File: src/rtl/shift_arbiter.sv
// shift_arbiter: round-robin front end for one shared signed-amount barrel shifter.
// Two requesters compete for the shifter. The winner's operands are captured in
// registers that feed the shifter. The shifter result is registered and returned
// on a single response channel, tagged with the id of the requester that issued it.
//
// Handshake semantics (all three channels):
//   A transfer happens on a rising edge where valid && ready are both high and
//   rst is low. A source holds valid, data and amt stable until that edge. ready
//   may depend combinationally on valid. valid never depends on ready. On a reset
//   cycle no transfer occurs on any channel.
module shift_arbiter #(
  parameter int WIDTH      = 16,
  parameter int AMT_W      = 5,
  parameter int FIRST_PRIO = 0
) (
  input  logic             clk,
  input  logic             rst,
  input  logic             req0_valid,
  output logic             req0_ready,
  input  logic [WIDTH-1:0] req0_data,
  input  logic [AMT_W-1:0] req0_amt,
  input  logic             req1_valid,
  output logic             req1_ready,
  input  logic [WIDTH-1:0] req1_data,
  input  logic [AMT_W-1:0] req1_amt,
  output logic [WIDTH-1:0] sh_ain,
  output logic [AMT_W-1:0] sh_bin,
  input  logic [WIDTH-1:0] sh_yout,
  output logic             rsp_valid,
  input  logic             rsp_ready,
  output logic [WIDTH-1:0] rsp_data,
  output logic             rsp_id
);

  typedef enum logic [1:0] {
    IDLE = 2'd0,
    EXEC = 2'd1,
    RESP = 2'd2
  } state_t;

  // state_q is the observable FSM state for checkers and debug.
  state_t           state_q;
  state_t           state_d;
  logic             prio_q;
  logic             id_q;
  logic [WIDTH-1:0] op_q;
  logic [AMT_W-1:0] amt_q;
  logic             accept_win;
  logic             grant0;
  logic             grant1;
  logic             accept;

  // The shifter always sees the operand registers. They keep the last operands between ops.
  assign sh_ain = op_q;
  assign sh_bin = amt_q;

  // Arbitration, readys and next state. A tie goes to prio_q. A lone request always wins.
  always_comb begin
    accept_win = 1'b0;
    grant0     = 1'b0;
    grant1     = 1'b0;
    req0_ready = 1'b0;
    req1_ready = 1'b0;
    accept     = 1'b0;
    state_d    = state_q;

    accept_win = !rst && ((state_q == IDLE) || ((state_q == RESP) && rsp_ready));
    grant0     = req0_valid && (!req1_valid || !prio_q);
    grant1     = req1_valid && (!req0_valid || prio_q);
    req0_ready = accept_win && grant0;
    req1_ready = accept_win && grant1;
    accept     = req0_ready || req1_ready;

    case (state_q)
      IDLE: if (accept) state_d = EXEC;
      EXEC: state_d = RESP;
      RESP: begin
        if (rsp_ready) state_d = accept ? EXEC : IDLE;
      end
      default: state_d = IDLE;
    endcase
  end

  // FSM state register.
  always_ff @(posedge clk) begin
    if (rst) state_q <= IDLE;
    else     state_q <= state_d;
  end

  // Operand capture, round-robin pointer and the registered response.
  always_ff @(posedge clk) begin
    if (rst) begin
      op_q      <= '0;
      amt_q     <= '0;
      id_q      <= 1'b0;
      prio_q    <= 1'(FIRST_PRIO);
      rsp_valid <= 1'b0;
      rsp_data  <= '0;
      rsp_id    <= 1'b0;
    end else begin
      if (accept) begin
        op_q   <= req1_ready ? req1_data : req0_data;
        amt_q  <= req1_ready ? req1_amt  : req0_amt;
        id_q   <= req1_ready;
        // The requester that just won loses the next tie.
        prio_q <= req0_ready;
      end
      if (state_q == EXEC) begin
        rsp_data  <= sh_yout;
        rsp_id    <= id_q;
        rsp_valid <= 1'b1;
      end else if ((state_q == RESP) && rsp_ready) begin
        rsp_valid <= 1'b0;
      end
    end
  end

endmodule

File: config.mk
export PLATFORM = sky130hd
export DESIGN_NAME = shift_arbiter
export DESIGN_NICKNAME = d
export VERILOG_FILES = /design/src/rtl/shift_arbiter.sv
export SDC_FILE = /design/constraint.sdc
export NUM_CORES = 1
export LEC_CHECK = 0
export BUFFER_PORTS_ARGS = -buffer_cell sky130_fd_sc_hd__buf_4
export CAP_MARGIN = 40
export CORE_MARGIN = 5
export CORE_UTILIZATION = 38
export CTS_CLUSTER_DIAMETER = 150
export DETAILED_ROUTE_END_ITERATION = 16
export GPL_ROUTABILITY_DRIVEN = 0
export PLACE_DENSITY = 0.68
export SLEW_MARGIN = 20
export SYNTH_ARGS = -nofsm -noshare
export SYNTH_HDL_FRONTEND = slang
export SYNTH_SLANG_ARGS = --single-unit
File: constraint.sdc
create_clock -name clk -period 4 [get_ports clk]
set_input_delay 0.2 -clock clk [delete_from_list [all_inputs] [get_ports clk]]
set_output_delay 0.2 -clock clk [all_outputs]
set_load 0.005 [all_outputs]
==> results.md <==
- At the worst endpoint, the required time is 3.80 ns.
- The CTS tree is yes.
- Post-CTS timing repair inserted 0 buffers for setup.
- Dividing the detail-routed via count by the number of cells gives 5.49.
- Walking the worst path, the cells encountered are nor2b_2, buf_4, nor4_1, buf_4.
- For the final routed database, the setup TNS stands at 0 ns.
- The tool flagged a number of max-cap violations equal to 0.
- The largest stage delay on the critical path is 0.52 ns.
- Of the cells placed in the final design, the portion with a size suffix greater than 1 is 0.356.
- The maximum clock skew at final layout is 0.00730 ns.
- In this run the vertical extent of the chip is 84.6 µm.
- The total number of yosys warnings is 0.
- The number of global-route vias before repair came to 2132.
- 0 antenna diodes ended up in the layout.
- The count of cells along the worst register-to-register path is 4.
- By area the synthesized netlist is led by dfxtp_1 (41%), nand2_1 (9.9%), a311oi_1 (8.7%).
- The number of buffers inserted by hold repair at cts is 0.
- Measured against its own limit, the worst slew margin works out to 0.452.
- The number of flops mapped to enable cells by yosys is 0.
- The total buffers and inverters traversed by the critical path is 2.
- The floorplan step defined a core boundary enclosing 5470 µm².
- The post-route clock period utilization is 0.502.
- The floorplan has 27 rows.
- The wire length reported by the detailed router is 6280 µm.
- In the synthesized netlist the async set-or-reset flop fraction comes to 0.
- Of the post-synthesis cell area, the dominant cell type holds 0.407.
- Among the stages of the critical path, the cell type that occurs most often is buf_4.
- The share of the Yosys chip area taken by registers is 0.407.
- The fmax is 498 MHz.
- The cell area after synthesis is 2120 µm².
- The DRC violation count after routing is 0.
- The overall overflow remaining after global route is 0.
- The count of nets left with antenna violations once routing finished came out at 0.
- The type of origin of the critical path is a flop.
- Setup repair after global routing left no endpoint under its margin.
- The global-route usage over all layers is 0.169.
- Among all flip-flop cells after synthesis, the most frequent one is dfxtp_1.
- After synthesis the netlist holds a flip-flop and latch count of 43.
- The minimum period implied by the final worst setup slack is 2.01 ns.
- The half-perimeter wire length after detailed placement is approximately 4300 µm.
- For this block, the initial DRC count from the detailed router was roughly 100.
- The layout net count is 402.
- Counting distinct cell types in the post-synthesis netlist gives 26.
- Synthesis produced a netlist whose cell count is about 260.
- Data on the critical path arrives at its endpoint at 1.81 ns.
- The worst setup path is captured at a primary output.
- The die covers approximately 7000 µm².
- The source-to-sink clock delay at the later pin of the worst-skew pair is 0.29 ns.
- In this run the tool buffered the top-level ports with 103 buffer cells.
- The number of logic stages on the critical path including buffering is 4.
- The count of pins over their slew limit is 0.
- The number of setup violations in the final report is 0.
- Counting every net in the synthesized netlist gives 321.
- The number of non-filler instances in the completed layout is 412.
- The layout overhead on the synthesized area is 40.7%.
- The initial antenna violation count is 0.
- The kind of cell adding the most delay to the critical path is simple AND/OR/NAND/NOR gates.
- The tree is rooted in a clkbuf_8.
- The first global-routing pass estimated 10200 µm of wire.
- The biggest area contributor in the post-synthesis netlist is dfxtp_1.
- The average cell area after synthesis is 8.20 µm².
- The sink count of the clock tree is 43.
- The H-tree level count is 2.
- Clock-pin slew was measured on the worst setup and hold paths at roughly 0.080 ns.
- The count of vias placed by the detailed router is 2262.
- The commonest cells after synthesis are nand2_1 (56), dfxtp_1 (43), clkbuf_1 (28).
- For this configuration, the core starts out at a cell density of 0.387.
- Of all nets on the critical path, the largest fanout is 25.
- The chip width is 84.6 µm.
- Entering global routing, the biggest net connects 45 pins.
- The run finished with clean final reports.
- The worst ir drop on vdd is 0.000114 V.
- The post-cts repair resize count is 0.
- The cell with the most instances after synthesis is nand2_1.
- The number of search-and-repair iterations in the first detailed-routing pass is 4.
- In this run the power density over the cells is about 330 nW/µm².
- For this design the static power due to leakage is 1.20 nW.
- The count of endpoints failing hold in the final timing report is 0.
- The wire length per cell after detailed routing is 15.2 µm.
- TritonCTS created 5 clock buffers.
- The setup path with the least slack is of type reg -> out.
- The worst hold path was traced through 3 stages.
- The cell count after placement is 402.
- The slew at the pin closest to its max-slew limit is 0.823 ns.
- During I/O placement, the number of pins put on the boundary was between 100 and 150.
- On the critical path, the stage with the largest delay is an instance of nor2b_2.
- The clock tree buffer depth is 2.
- The class of the most critical hold timing path is in -> reg.
-- cell type report --
type,count,area [µm²]
clock buffer,7,76.3
clock inverter,1,5.00
fill,559,2500
inverter,3,11.3
multi-input combinational,177,1090
sequential,43,861
tap,72,90.1
timing repair buffer,109,846
-- per-stage QoR --
stage                util  setup WS [ns]  hold slack, ns  power [mW]  cell area [µm²]
finish              0.544           1.99           0.154       0.986             2980
global route        0.544           1.81           0.153        1.04             2980
CTS                 0.540           1.78           0.148       0.992             2950
detailed placement  0.525           1.62           0.448       0.734             2870
global placement    0.519           1.66           0.440       0.725             2840
floorplan               -           2.38           0.336       0.613             2120
-- logic make-up after synthesis --
family          after synthesis  synth area share
compound gates               86             0.296
buf+inv                      38            0.0828
flops                        43             0.407
simple gates                 91             0.215
-- placed cells by master (no fill, tap or decap) --
cell type and instances:
nor2b_2 2, buf_6 2, nor2_1 1, o21ai_0 1, nor4_1 1, or4_1 21
a21oi_1 19, dfxtp_1 43, a311oi_1 21, nand3b_1 1, clkbuf_1 2, buf_16 1
or2_2 1, a31oi_1 21, and3_1 1, nand2b_1 2, buf_4 106, nand2_1 56
clkbuf_8 5, nor2_2 1, or2_1 1, a41oi_1 1, o41ai_1 21, inv_1 3
clkinv_2 1, o21ba_2 1, nor2b_1 1, o31ai_1 1, or3b_2 1, nand4_1 1
-- report_power, final --
group / internal (mW) / switching (mW)
Combinational: 0.127 / 0.117
Sequential: 0.462 / 0.0202
Clock: 0.123 / 0.137
Total: 0.711 / 0.275
-- flip-flops by register name, summed over array words and instances (netlist names) --
| signal | flops |
|---|---|
| rsp_data | 16 |
| sh_ain | 16 |
| sh_bin | 5 |
| state_q | 2 |
| id_q | 1 |
| prio_q | 1 |
| rsp_id | 1 |
| rsp_valid | 1 |
-- worst reg2reg max path: stages, from the launching register on --
cell      delay, ns
dfxtp_1        0.35
or2_1          0.46
buf_16         0.26
or4_1          0.53
a311oi_1       0.27
-- routing by layer --
metal	track usage	wire length (µm)	vias to the layer above
met5	0	0	-
met4	0.0345	48	0
met3	0.0638	524	5
met2	0.265	2850	85
met1	0.222	2860	1017
li1	-	-	1155
-- final timing paths --
| path | startpoint | to | slack, ns |
|---|---|---|---|
| worst min register to register | id_q | rsp_id | 0.45 |
| worst max register to register | state_q[0] | sh_ain[12] | 2.04 |
| worst min-delay path | sh_yout[9] | rsp_data[9] | 0.15 |
| worst max-delay path | prio_q | req1_ready | 1.99 |
Note: power is estimated with default switching activity, not from simulation.
